`src/rtl/debounce_pkg.sv`:
```
// debounce_pkg: shared types and helpers for the time-multiplexed debouncer.
//   state_e  - scan sequencer states (IDLE waits for the scan tick, SCAN walks
//              the inputs one per clock).
//   width_of - bits needed to encode values 0..n-1, never less than one.
package debounce_pkg;

  typedef enum logic {
    IDLE = 1'b0,
    SCAN = 1'b1
  } state_e;

  function automatic int unsigned width_of(input int unsigned n);
    return (n <= 2) ? 1 : $clog2(n);
  endfunction

endpackage

```
`src/rtl/debounce_scheduler_rr_arbiter.sv`:
```
// rr_arbiter: combinational round-robin selector.
//   req   - request vector, one bit per input
//   ptr   - index searched first; the search wraps from N-1 back to 0
//   en    - when low no grant is produced
//   grant - index of the first requester found at or after ptr
//   valid - a requester was found (and en is high)
module rr_arbiter
  import debounce_pkg::*;
#(
  parameter int unsigned N = 4,
  localparam int unsigned W = width_of(N)
) (
  input  logic [N-1:0] req,
  input  logic [W-1:0] ptr,
  input  logic         en,
  output logic [W-1:0] grant,
  output logic         valid
);

  always_comb begin
    grant = '0;
    valid = 1'b0;
    for (int unsigned k = 0; k < N; k++) begin
      int unsigned c;
      c = 32'(ptr) + k;
      if (c >= N) c = c - N;
      if (en && !valid && req[c]) begin
        valid = 1'b1;
        grant = W'(c);
      end
    end
  end

endmodule

```
`src/rtl/debounce_scheduler.sv`:
```
// debounce_scheduler: one shared counter/compare datapath sequenced over all
// switch inputs on a slow scan tick. Each accepted level change raises a
// pending flag that is reported as an event over a valid/ready port.
//   clock, reset (async, active low)
//   switch       - raw switch levels (synchronised internally)
//   switch_db    - debounced levels
//   event_valid/event_ready/event_index/event_level - change report handshake
//   overrun      - sticky, a change was accepted while its previous one was
//                  still unreported; overrun_clr clears it (set wins)
module debounce_scheduler
  import debounce_pkg::*;
#(
  parameter int unsigned INPUTS       = 16,
  parameter int unsigned TICK_DIV     = 50000,
  parameter int unsigned STABLE_COUNT = 4,
  localparam int unsigned IW = width_of(INPUTS)
) (
  input  logic              clock,
  input  logic              reset,
  input  logic [INPUTS-1:0] switch,
  output logic [INPUTS-1:0] switch_db,
  output logic              event_valid,
  input  logic              event_ready,
  output logic [IW-1:0]     event_index,
  output logic              event_level,
  output logic              overrun,
  input  logic              overrun_clr
);

  localparam int unsigned CW = width_of(STABLE_COUNT + 1);
  localparam int unsigned DW = width_of(TICK_DIV);

  logic [INPUTS-1:0] sync1_q, sync2_q;
  logic [DW-1:0]     div_q, div_d;
  state_e            state_q, state_d;
  logic [IW-1:0]     idx_q, idx_d;
  logic [CW-1:0]     cnt_q [INPUTS];
  logic [CW-1:0]     cnt_d [INPUTS];
  logic [INPUTS-1:0] db_q, db_d;
  logic [INPUTS-1:0] pend_q, pend_d;
  logic              ovr_q, ovr_d;
  logic              ev_valid_q, ev_valid_d;
  logic [IW-1:0]     ev_idx_q, ev_idx_d;
  logic              ev_lvl_q, ev_lvl_d;
  logic [IW-1:0]     ptr_q, ptr_d;

  logic              tick;
  logic              load;
  logic [IW-1:0]     gnt;
  logic              gnt_valid;
  logic [INPUTS-1:0] set_vec, clr_vec;
  logic              ovr_set;

  rr_arbiter #(.N(INPUTS)) u_arb (
    .req   (pend_q),
    .ptr   (ptr_q),
    .en    (load),
    .grant (gnt),
    .valid (gnt_valid)
  );

  assign tick = (div_q == DW'(TICK_DIV - 1));
  assign load = !ev_valid_q || event_ready;

  always_comb begin
    div_d      = tick ? '0 : div_q + DW'(1);
    state_d    = state_q;
    idx_d      = idx_q;
    cnt_d      = cnt_q;
    db_d       = db_q;
    set_vec    = '0;
    clr_vec    = '0;
    ovr_set    = 1'b0;
    ev_valid_d = ev_valid_q;
    ev_idx_d   = ev_idx_q;
    ev_lvl_d   = ev_lvl_q;
    ptr_d      = ptr_q;

    case (state_q)
      IDLE: begin
        if (tick) begin
          state_d = SCAN;
          idx_d   = '0;
        end
      end
      SCAN: begin
        if (sync2_q[idx_q] == db_q[idx_q]) begin
          cnt_d[idx_q] = '0;
        end else if (cnt_q[idx_q] == CW'(STABLE_COUNT - 1)) begin
          db_d[idx_q]    = sync2_q[idx_q];
          cnt_d[idx_q]   = '0;
          set_vec[idx_q] = 1'b1;
          ovr_set        = pend_q[idx_q];
        end else begin
          cnt_d[idx_q] = cnt_q[idx_q] + CW'(1);
        end
        if (idx_q == IW'(INPUTS - 1)) state_d = IDLE;
        else                          idx_d   = idx_q + IW'(1);
      end
      default: state_d = IDLE;
    endcase

    // Event register reloads whenever it is empty or being consumed; the
    // reported level is the registered one, so a same-cycle re-set of the
    // pending bit yields a follow-up event with the newer level.
    if (load) begin
      ev_valid_d = gnt_valid;
      if (gnt_valid) begin
        ev_idx_d     = gnt;
        ev_lvl_d     = db_q[gnt];
        clr_vec[gnt] = 1'b1;
        ptr_d        = (gnt == IW'(INPUTS - 1)) ? '0 : gnt + IW'(1);
      end
    end

    pend_d = (pend_q & ~clr_vec) | set_vec;
    ovr_d  = ovr_set ? 1'b1 : (overrun_clr ? 1'b0 : ovr_q);
  end

  always_ff @(posedge clock or negedge reset) begin
    if (!reset) begin
      sync1_q    <= '0;
      sync2_q    <= '0;
      div_q      <= '0;
      state_q    <= IDLE;
      idx_q      <= '0;
      cnt_q      <= '{default: '0};
      db_q       <= '0;
      pend_q     <= '0;
      ovr_q      <= 1'b0;
      ev_valid_q <= 1'b0;
      ev_idx_q   <= '0;
      ev_lvl_q   <= 1'b0;
      ptr_q      <= '0;
    end else begin
      sync1_q    <= switch;
      sync2_q    <= sync1_q;
      div_q      <= div_d;
      state_q    <= state_d;
      idx_q      <= idx_d;
      cnt_q      <= cnt_d;
      db_q       <= db_d;
      pend_q     <= pend_d;
      ovr_q      <= ovr_d;
      ev_valid_q <= ev_valid_d;
      ev_idx_q   <= ev_idx_d;
      ev_lvl_q   <= ev_lvl_d;
      ptr_q      <= ptr_d;
    end
  end

  assign switch_db   = db_q;
  assign event_valid = ev_valid_q;
  assign event_index = ev_idx_q;
  assign event_level = ev_lvl_q;
  assign overrun     = ovr_q;

endmodule

```
`config.mk`:
```
export PLATFORM = sky130hd
export DESIGN_NAME = debounce_scheduler
export DESIGN_NICKNAME = d
export VERILOG_FILES = /design/src/rtl/debounce_pkg.sv /design/src/rtl/debounce_scheduler_rr_arbiter.sv /design/src/rtl/debounce_scheduler.sv
export SDC_FILE = /design/constraint.sdc
export NUM_CORES = 1
export LEC_CHECK = 0
export ABC_AREA = 1
export CORE_MARGIN = 10
export CORE_UTILIZATION = 45
export DETAILED_ROUTE_END_ITERATION = 16
export GPL_TIMING_DRIVEN = 0
export PLACE_DENSITY_LB_ADDON = 0.05
export SLEW_MARGIN = 5
export SYNTH_ARGS = -nofsm -noshare
export SYNTH_HDL_FRONTEND = slang
export SYNTH_HIERARCHICAL = 1
export SYNTH_SLANG_ARGS = --single-unit
```
`constraint.sdc`:
```
create_clock -name clock -period 3.6 [get_ports clock]
set_input_delay 1.08 -clock clock [delete_from_list [all_inputs] [get_ports clock]]
set_output_delay 1.08 -clock clock [all_outputs]
set_load 0.02 [all_outputs]
```
* Word level (Yosys, flattened, before mapping) *
Cells that the tools add are included.

storage, ports and cells
  word-level logic and storage cells = 290
  register bits after elaboration = 144
  output and inout bits = 23

cells by class
  add/sub/neg operators = 35
  magnitude comparators = 38
  equal/unequal tests = 7
  reduce and logical (&&, ||, !) cells = 55
  bitwise operators = 8
  muxes and demuxes = 119

operators with widths
  cell                   count
  $lt 32x5->1 const B    16
  $mux 32                16
  $ge 32x5->1 const B    15
  $sub 32x5->32 const B  15
  $mux 16                6
  $mux 48                2
  $bmux 1 s4             20
  $mux 4                 19
  $and 48x48->48         1
  $bwmux 48              1
  $not 48->48            1
  $mux 1                 45
  $add 4x4->5 const B    8
  $logic_and 1x1->1      34
  $add 4x3->5 const B    4
  $add 16x1->16 const B  1
  $and 16x16->16         1
  $bwmux 16              1
  $eq 16x16->1 const B   1
  $logic_not 1->1        16
  $not 16->16            1
  $or 16x16->16          1
  $bmux 3 s4             1
  $demux 3 s4            1
  24 further kinds       35

* Depth between registers and ports, before layout *
Gate-level depths: netlist (run 1).

  depth after elaboration = 75
  gate-level depth with buffers = 30
  depth with buffers taken out = 29

* Cells and area by module *
Netlist (run 1), hierarchy kept.

by module, submodules not included
  module              cells each  times used  area each (sq um)
  debounce_scheduler  1,224       1           8,469.4
  rr_arbiter          377         1           1,954.4

* Worst setup path before layout (run 1) *
No wires, ideal clock.

  path type = reg-to-reg
  start point = reg ptr_q[1]
  end point = reg ptr_q[3]
  data arrival time = 3.635 ns
  path slack = -0.156 ns
  cell stages (with the launch flop) = 29
  required time = 3.479 ns
  path buffers = 3
  setup time = 0.121 ns
  cells stage by stage = dfrtp_1 > inv_1 > buf_4 > ha_1 > inv_1 > buf_2 > nand3_1 > nand3_1 > nand3_1 > nand2_2 > inv_2 > o21bai_4 > nand4_2 > nor2_4 > nand4_2 > nor2_4 > nand3_2 > nor2_4 > nand2_2 > clkinv_1 > nand2_1 > nand2_1 > nand2_1 > nand2_1 > clkbuf_1 > nand3_1 > xor2_1 > nor2_1 > a22o_1

between the ends
  cells in the longest elaborated chain, start to end = 68
  elaborated cells on any way between the ends = 177
  those cells by class = add/sub: 32; order compare: 16; eq/ne: 1; mux: 81; reduce/logical: 47

RTL lines
  item                                                    line                                 source
  start: declaration                                      debounce_scheduler.sv:45             logic [IW-1:0] ptr_q, ptr_d;
  start signal: assignment                                debounce_scheduler.sv:148            ptr_q <= ptr_d;
  branches (longest 65 deep; another with $sub 32x5->32)  -
  $mux 4 *                                                debounce_scheduler_rr_arbiter.sv:27  if (en && !valid && req[c]) begin
  net gnt[0]                                              debounce_scheduler.sv:49             logic [IW-1:0] gnt;
  $add 4x1->4 / $eq 4x4->1 (equally long branches)        debounce_scheduler.sv:112            ptr_d = (gnt == IW'(INPUTS - 1)) ? '0 : gnt + IW'(1);
  $mux 4 *                                                debounce_scheduler.sv:112

Mark *: on every way through the listed nets, which the timed path passes. The select of a mux whose other input is x is not followed.
A chain may end at the register's enable or synchronous reset.

* Worst setup path after layout (run 1) *
  start point = reg ptr_q[1]
  end point = reg ev_lvl_q (netlist: event_level)

between the ends
  cells in the longest elaborated chain, start to end = 68
  elaborated cells on any way between the ends = 176
  those cells by class = add/sub: 31; order compare: 16; mux: 82; reduce/logical: 47

RTL lines
  item                                                    line                                 source
  branches (longest 65 deep; another with $sub 32x5->32)  -
  $mux 4 *                                                debounce_scheduler_rr_arbiter.sv:27
  net gnt[1]                                              debounce_scheduler.sv:49
  $bmux 1 s4 *                                            debounce_scheduler.sv:110            ev_lvl_d = db_q[gnt];
  $mux 1 (implied by the code) *                          debounce_scheduler.sv:110
  end signal: assignment                                  debounce_scheduler.sv:147            ev_lvl_q <= ev_lvl_d;
  end: declaration                                        debounce_scheduler.sv:44             logic ev_lvl_q, ev_lvl_d;

Marked as above.

==> run metrics, run 1 <==
Synth Flop Type dfrtp_1; cts hold-fix bufs 0; most frequent cells in the layout 586 x nand2_1, 210 x nand3_1, 141 x dfrtp_1; syn_nets 1639; Tcrit/Tclk final 104%; yosys warns 6; Slew Limit Fails 0; drt initial violations 1237; commonest non-fill, non-tap cell in the layout nand2_1; min cycle time layout 3760 ps; CP delay by family, top simple AND/OR/NAND/NOR gates; Final setup viols 15; Clk pwr share 14.0%; Post-synth EDFFs 0; width of the die 172 µm; # diodes 0; clk buf depth 2; max-cap violation count 0; crit-path most repeated cell nor2_4; setup TNS -1210 ps; Final Skew 10.7 ps; largest net degree at the start of global routing 79; crit path max fanout 6; Synth cell types 46; Pre-antenna DRT Iters 6; Fin Hold WS 349 ps; Worst Path Required 3900 ps; Final nets 1766; post-synth top area cell dfrtp_1; Reg power frac 15.4%; static leakage 0.00661 µW; drt total wl 37700 µm; post-synthesis area per instance 6.51 µm²; Mapped Area 10400 µm²; clock sinks 144; Hold Crit Class reg2reg; critical path type reg2reg; slew margin rel. 50.2%; failing checks setup timing; maximum VDD drop 0.906 mV; Post-Synthesis Cells 1601; asr flop ratio synth 100%; slew of the pin with the lowest slew margin 746 ps; Startpoint Class flop; antenna violations before repair 0; total track usage 25.2%; antenna-violating nets left 0; status finished, violations left; Crit-path slowest cell dfrtp_2; Power Density 966 nW/µm²; # IOs 43; Clock Latency Late Sink 440 ps; Die Y 172 µm; grt ovf 0; core area 22700 µm²; CTS tree built; CP peak stage delay 450 ps; layout cells sized above 1 17.5%; area grow syn2layout 25.7%; htree depth 4; Power, Total 12700 µW; Die ar. 29700 µm²; # port buffers 42; CTS root buf clkbuf_16; drt drc 0; Vias/cell 5.62; sw frac 50.4%; HPWL after detailed placement 26000 µm; final hold vios 0; GP Congestion 0.975; CP Capture Type flop; P_sw 6380 µW; Initial Util 45.9%; vias post-DR 11400; clk slew on worst S/H paths 70 ps; leading post-synthesis cells by cell area dfrtp_1 35%, nand2_1 21%, nand3_1 11%; DR WL/cell 18.6 µm; vias in the first global route 10700; Max Freq 266 MHz; Pint 6280 µW; Combinational Power Share 70.6%; Buf/Inv on CP 7; cell row count 55; Setup WS pre-CTS -1260 ps; CP arrival 4060 ps; PnR worst setup slack -157 ps; first-pass GRT wire length 58400 µm; Synth top area share 34.6%; Yosys reg bits 144; Final Util 57.7%; sequential share of the synthesized area 34.6%; RSZ-0062 raised after global routing yes; CTS Buf Count 17
routing by layer:
layer	GRT usage, %	vias up	part of all wire (%)
li1	-	5416	-
met1	32.7	5343	42
met2	40.7	528	47
met3	4.33	95	7.7
met4	10.3	0	3.4
met5	0	-	0
repair_timing:
item / 4_1_cts / 5_1_grt
cloned: 1 / 0
pin swaps: 34 / 38
hold endpoints to repair: 0 / 0
setup endpoints to repair: 88 / 82
setup buffers: 44 / 22
resized for setup: 122 / 73
cells by family (layout without fill, tap and decap cells):
group	Yosys count	in the layout	synth area share (%)
AND/OR/NAND/NOR	1059	1059	43.9
flip-flops	144	144	34.6
AO/OA/AOI/OAI	144	144	8.07
adder cells (fa/ha/maj)	18	18	2.16
buffers and inverters	218	358	9.54
XOR/XNOR	18	18	1.76
worst register-to-register path, stage by stage, from the launching register on:
cell and delay (ps):
dfrtp_2 450, inv_4 80, buf_12 120, ha_4 220
inv_4 70, buf_8 130, nand3_1 170, a31oi_2 280
nand2_1 90, nand2_2 120, nor2_4 60, inv_2 100
nand4_4 120, nor2_4 140, nand3_4 100, nor2_4 140
nand2_4 80, nor2_4 190, buf_6 130, nand3_4 60
nand3_4 160, buf_6 150, a21oi_2 30, o21ai_1 70
nand2_1 100, a21oi_2 160, a41oi_2 120
through the flow:
| stage | cells | instance area (µm²) |
|---|---|---|
| after CTS | 2005 | 12600 |
| after detailed placement | 1929 | 11300 |
| after global placement | 1928 | 11200 |
| final | 2026 | 13100 |
| after floorplan | 1601 | 10400 |
| after global routing | 2026 | 13100 |
registers in the layout, summed over array words and instances, names as in the netlist:
signal       count
event_level      1
cnt_q           48
sync2_q         16
switch_db       16
event_valid      1
overrun          1
sync1_q         16
event_index      4
pend_q          16
idx_q            4
ptr_q            4
state_q          1
div_q           16
synth_stat cells, types with 4 or more instances:
master,number
a31oi_1,4
o21ai_1,24
o21ai_0,49
buf_2,10
nand2_1,594
xor2_1,13
nor2_2,4
o22ai_1,9
nand2_2,10
nand3_1,238
nand4_1,28
clkinv_1,5
nor2_1,147
buf_1,8
buf_4,9
dfrtp_1,144
clkbuf_1,23
nand3_2,7
nor3_1,10
a21oi_1,24
nor4_1,4
inv_2,20
nor2_4,6
buf_6,16
inv_1,123
inv_4,4
ha_1,18
o31ai_1,17
o211ai_1,4
final timing paths:
kind	startpoint	endpoint	slack, ps	cells after the start
min in group asynchronous	reset	sync2_q[9]$_DFF_PN0_	680	1
hold reg to reg	sync1_q[4]$_DFF_PN0_	sync2_q[4]$_DFF_PN0_	350	0
hold / removal	sync1_q[4]$_DFF_PN0_	sync2_q[4]$_DFF_PN0_	350	0
setup / recovery	ptr_q[1]$_DFFE_PN0P_	event_level$_DFFE_PN0P_	-160	26
max in group asynchronous	reset	cnt_q[8]$_DFFE_PN0P_	2100	2
setup reg to reg	ptr_q[1]$_DFFE_PN0P_	event_level$_DFFE_PN0P_	-160	26
layout make-up:
cell class                      count  area [µm²]
Sequential cell                   144        3610
Inverter                          152         631
Buffer                             64         524
Timing Repair Buffer              110         970
Clock buffer                       17         425
Clock inverter                     15         145
Multi-Input combinational cell   1239        6440
Tap cell                          285         357
Fill cell                        2154        9610
power groups by stage:
stage / Clock (µW) / Sequential [µW] / Combinational [µW]
after floorplan: 0 / 1940 / 4010
after global placement: 0 / 1980 / 5440
after detailed placement: 0 / 1980 / 5480
after CTS: 1790 / 1940 / 7420
after global routing: 1870 / 1970 / 9540
final: 1770 / 1950 / 8940
No activity file was read; power rests on OpenSTA's default activity.
==> run 2: changes to the inputs <==
--- a/config.mk
+++ b/config.mk
@@ -11,7 +11,7 @@
 export DETAILED_ROUTE_END_ITERATION = 16
 export GPL_TIMING_DRIVEN = 0
 export PLACE_DENSITY_LB_ADDON = 0.05
-export SLEW_MARGIN = 5
+export SLEW_MARGIN = 25
 export SYNTH_ARGS = -nofsm -noshare
 export SYNTH_HDL_FRONTEND = slang
 export SYNTH_HIERARCHICAL = 1
==> run metrics, run 2 (same netlist as run 1, synthesis figures left out) <==
Post-Place Cells 1929 (unchanged); vias post-DR 11300 (-0.38%); htree depth 4 (unchanged); Final setup viols 16 (+1); drt total wl 37400 µm (-0.79%); Slew Limit Fails 0 (unchanged); CP arrival 4080 ps (+20 ps); max-cap violation count 0 (unchanged); Hold Crit Class reg2reg; # port buffers 42 (unchanged); worst hold stages 0 (unchanged); slew margin rel. 52.2% (+2.0 points); Largest register FFs 48 (unchanged); clock sinks 144 (unchanged); RSZ-0062 raised after global routing yes; failing checks setup timing; status finished, violations left; static leakage 0.00662 µW (+0.22%); P_sw 6330 µW (-0.75%); R2R cell count 25 (-3.8%); clk slew on worst S/H paths 70 ps (about the same); multi-input logic area 6410 µm² (-0.41%); area grow syn2layout 26.1%; Filler cells 2144 (-0.46%); Final nets 1762 (-0.23%); vias in the first global route 10600 (-0.35%); HPWL after detailed placement 26000 µm (about the same); width of the die 172 µm (unchanged); Clock Latency Late Sink 440 ps (about the same); most frequent cells in the layout 583 x nand2_1, 208 x nand3_1, 141 x dfrtp_1; Power, Total 13000 µW (+2.6%); worst r2r dst event_level$_DFFE_PN0P_; Max Freq 268 MHz (+0.66%); min cycle time layout 3730 ps (-24.5 ps); Setup WS pre-CTS -1270 ps (-6.80 ps); Clk pwr share 14.6% (+0.6 points); Startpoint Class flop; CTS tree built; commonest non-fill, non-tap cell in the layout nand2_1; Die Y 172 µm (unchanged); Worst Path Required 3950 ps (+50 ps); clk buf depth 2 (unchanged); PnR worst setup slack -133 ps (+24.5 ps); Pre-antenna DRT Iters 8 (+2); Post-DP Area 11300 µm² (about the same); antenna-violating nets left 0 (unchanged); most flop-heavy register cnt_q; worst hold path endpoint sync2_q[10]$_DFF_PN0_; first-pass GRT wire length 58300 µm (-0.17%); critical path type reg2reg; Finished Layout Cells 2022 (-0.20%); largest net degree at the start of global routing 79 (unchanged); # diodes 0 (unchanged); antenna violations before repair 0 (unchanged); drt drc 0 (unchanged); Reg power frac 15.0% (-0.4 points); Die ar. 29700 µm² (unchanged); cell row count 55 (unchanged); Sequential Area 3610 µm² (unchanged); slew of the pin with the lowest slew margin 717 ps (-29.7 ps); worst reg2reg setup slack -130 ps (+20 ps); Initial Util 45.9% (unchanged); maximum VDD drop 0.697 mV (-23%); crit path max fanout 7 (+1); Final Skew 20.1 ps (+9.41 ps); Combinational Power Share 70.4% (-0.2 points); GP Congestion 0.975 (unchanged); Tcrit/Tclk final 104% (-0.68 points); grt ovf 0 (unchanged); Pint 6660 µW (+6.1%); drt initial violations 1134 (-8.3%); cts hold-fix bufs 0 (unchanged); CTS Buf Count 17 (unchanged); layout cells sized above 1 18.0% (+0.44 points); final hold vios 0 (unchanged); Power Density 989 nW/µm² (+2.3%); sw frac 48.7% (-1.7 points); # IOs 43 (unchanged); FF-to-FF Start ptr_q[1]$_DFFE_PN0P_; CTS root buf clkbuf_16; total track usage 25.2% (+0.047 points); Design Area, Final 13100 µm² (+0.33%); core area 22700 µm² (unchanged); DR WL/cell 18.5 µm (-0.59%); CP Capture Type flop; Vias/cell 5.61 (-0.18%); worst min-delay path startpoint sync1_q[10]$_DFF_PN0_
[run 2: changes by cell type in the layout (fill, tap and decap cells not counted), moves of 4 or more]
cell / delta
nor2_1: -5
inv_8: -5
buf_12: +4
buf_4: -7
nand3_4: -5
nand3_2: +7
nor2_2: +4
[run 2: metrics by stage]
step	utilization [%]	TNS [ps]	hold slack [ps]
after detailed placement	49.6	-52530	335
after CTS	55.6	-112	350
after global placement	49.4	-710250	333
final	57.9	-738	345
after global routing	57.9	-5140	355
after floorplan	-	-11.3	331
[run 2: worst max-delay path, stage by stage (launching register included)]
cell,delay [ps]
dfrtp_2,450
inv_4,80
buf_12,120
ha_4,220
inv_4,80
buf_8,130
nand3_4,100
nand3_4,90
nand3_4,70
nand2_4,90
a21oi_2,60
nor2_2,150
nand4_1,220
nor2_4,170
nand4_1,150
buf_4,180
nor2_4,130
nand4_1,110
nand3_2,120
nor2_2,40
nand3_2,100
buf_8,140
clkinvlp_4,130
nor2_4,180
nand3_2,110
a41oi_2,230
[run 2: routing by layer]
metal  global-route usage [%]  share of wire (%)
met1                     32.7                 42
met4                     10.5                3.7
met3                     4.90                7.5
met2                     40.4                 47
met5                        0                  0
[run 2: layout make-up]
type | count | share of cell area, %
repair buffers | 106 | 7.56
inverters | 152 | 4.77
multi-input cells | 1239 | 48.8
clock inverters | 13 | 1.26
plain buffers | 64 | 4.01
clock buffers | 19 | 3.45
well taps | 285 | 2.71
flip-flops and latches | 144 | 27.4
[run 2: worst max-delay path by stage]
stage,startpoint,endpoint,slack (ps),cells past startpoint
after floorplan,ptr_q[1]$_DFFE_PN0P_,ptr_q[3]$_DFFE_PN0P_,-10,28
after global placement,reset,div_q[5]$_DFF_PN0_,-4590,1
after detailed placement,event_ready,pend_q[4]$_DFF_PN0_,-1270,25
after CTS,ptr_q[1]$_DFFE_PN0P_,event_level$_DFFE_PN0P_,-50,28
after global routing,ptr_q[1]$_DFFE_PN0P_,event_level$_DFFE_PN0P_,-360,31
final,ptr_q[1]$_DFFE_PN0P_,event_level$_DFFE_PN0P_,-130,25
[run 2: power groups by stage]
stage / clock network [µW] / logic (µW) / registers [µW]
2_1_floorplan: 0 / 4010 / 1940
3_3_place_gp: 0 / 5440 / 1980
3_5_place_dp: 0 / 5480 / 1980
4_1_cts: 1920 / 7160 / 1940
5_1_grt: 2000 / 9790 / 1960
6_report: 1900 / 9150 / 1950
[run 2: repair_timing]
action | CTS | global route
endpoints found under the setup margin | 88 | 82
resized for setup | 111 | 95
pin swaps | 32 | 46
setup buffers | 40 | 22
cloned | 1 | 0
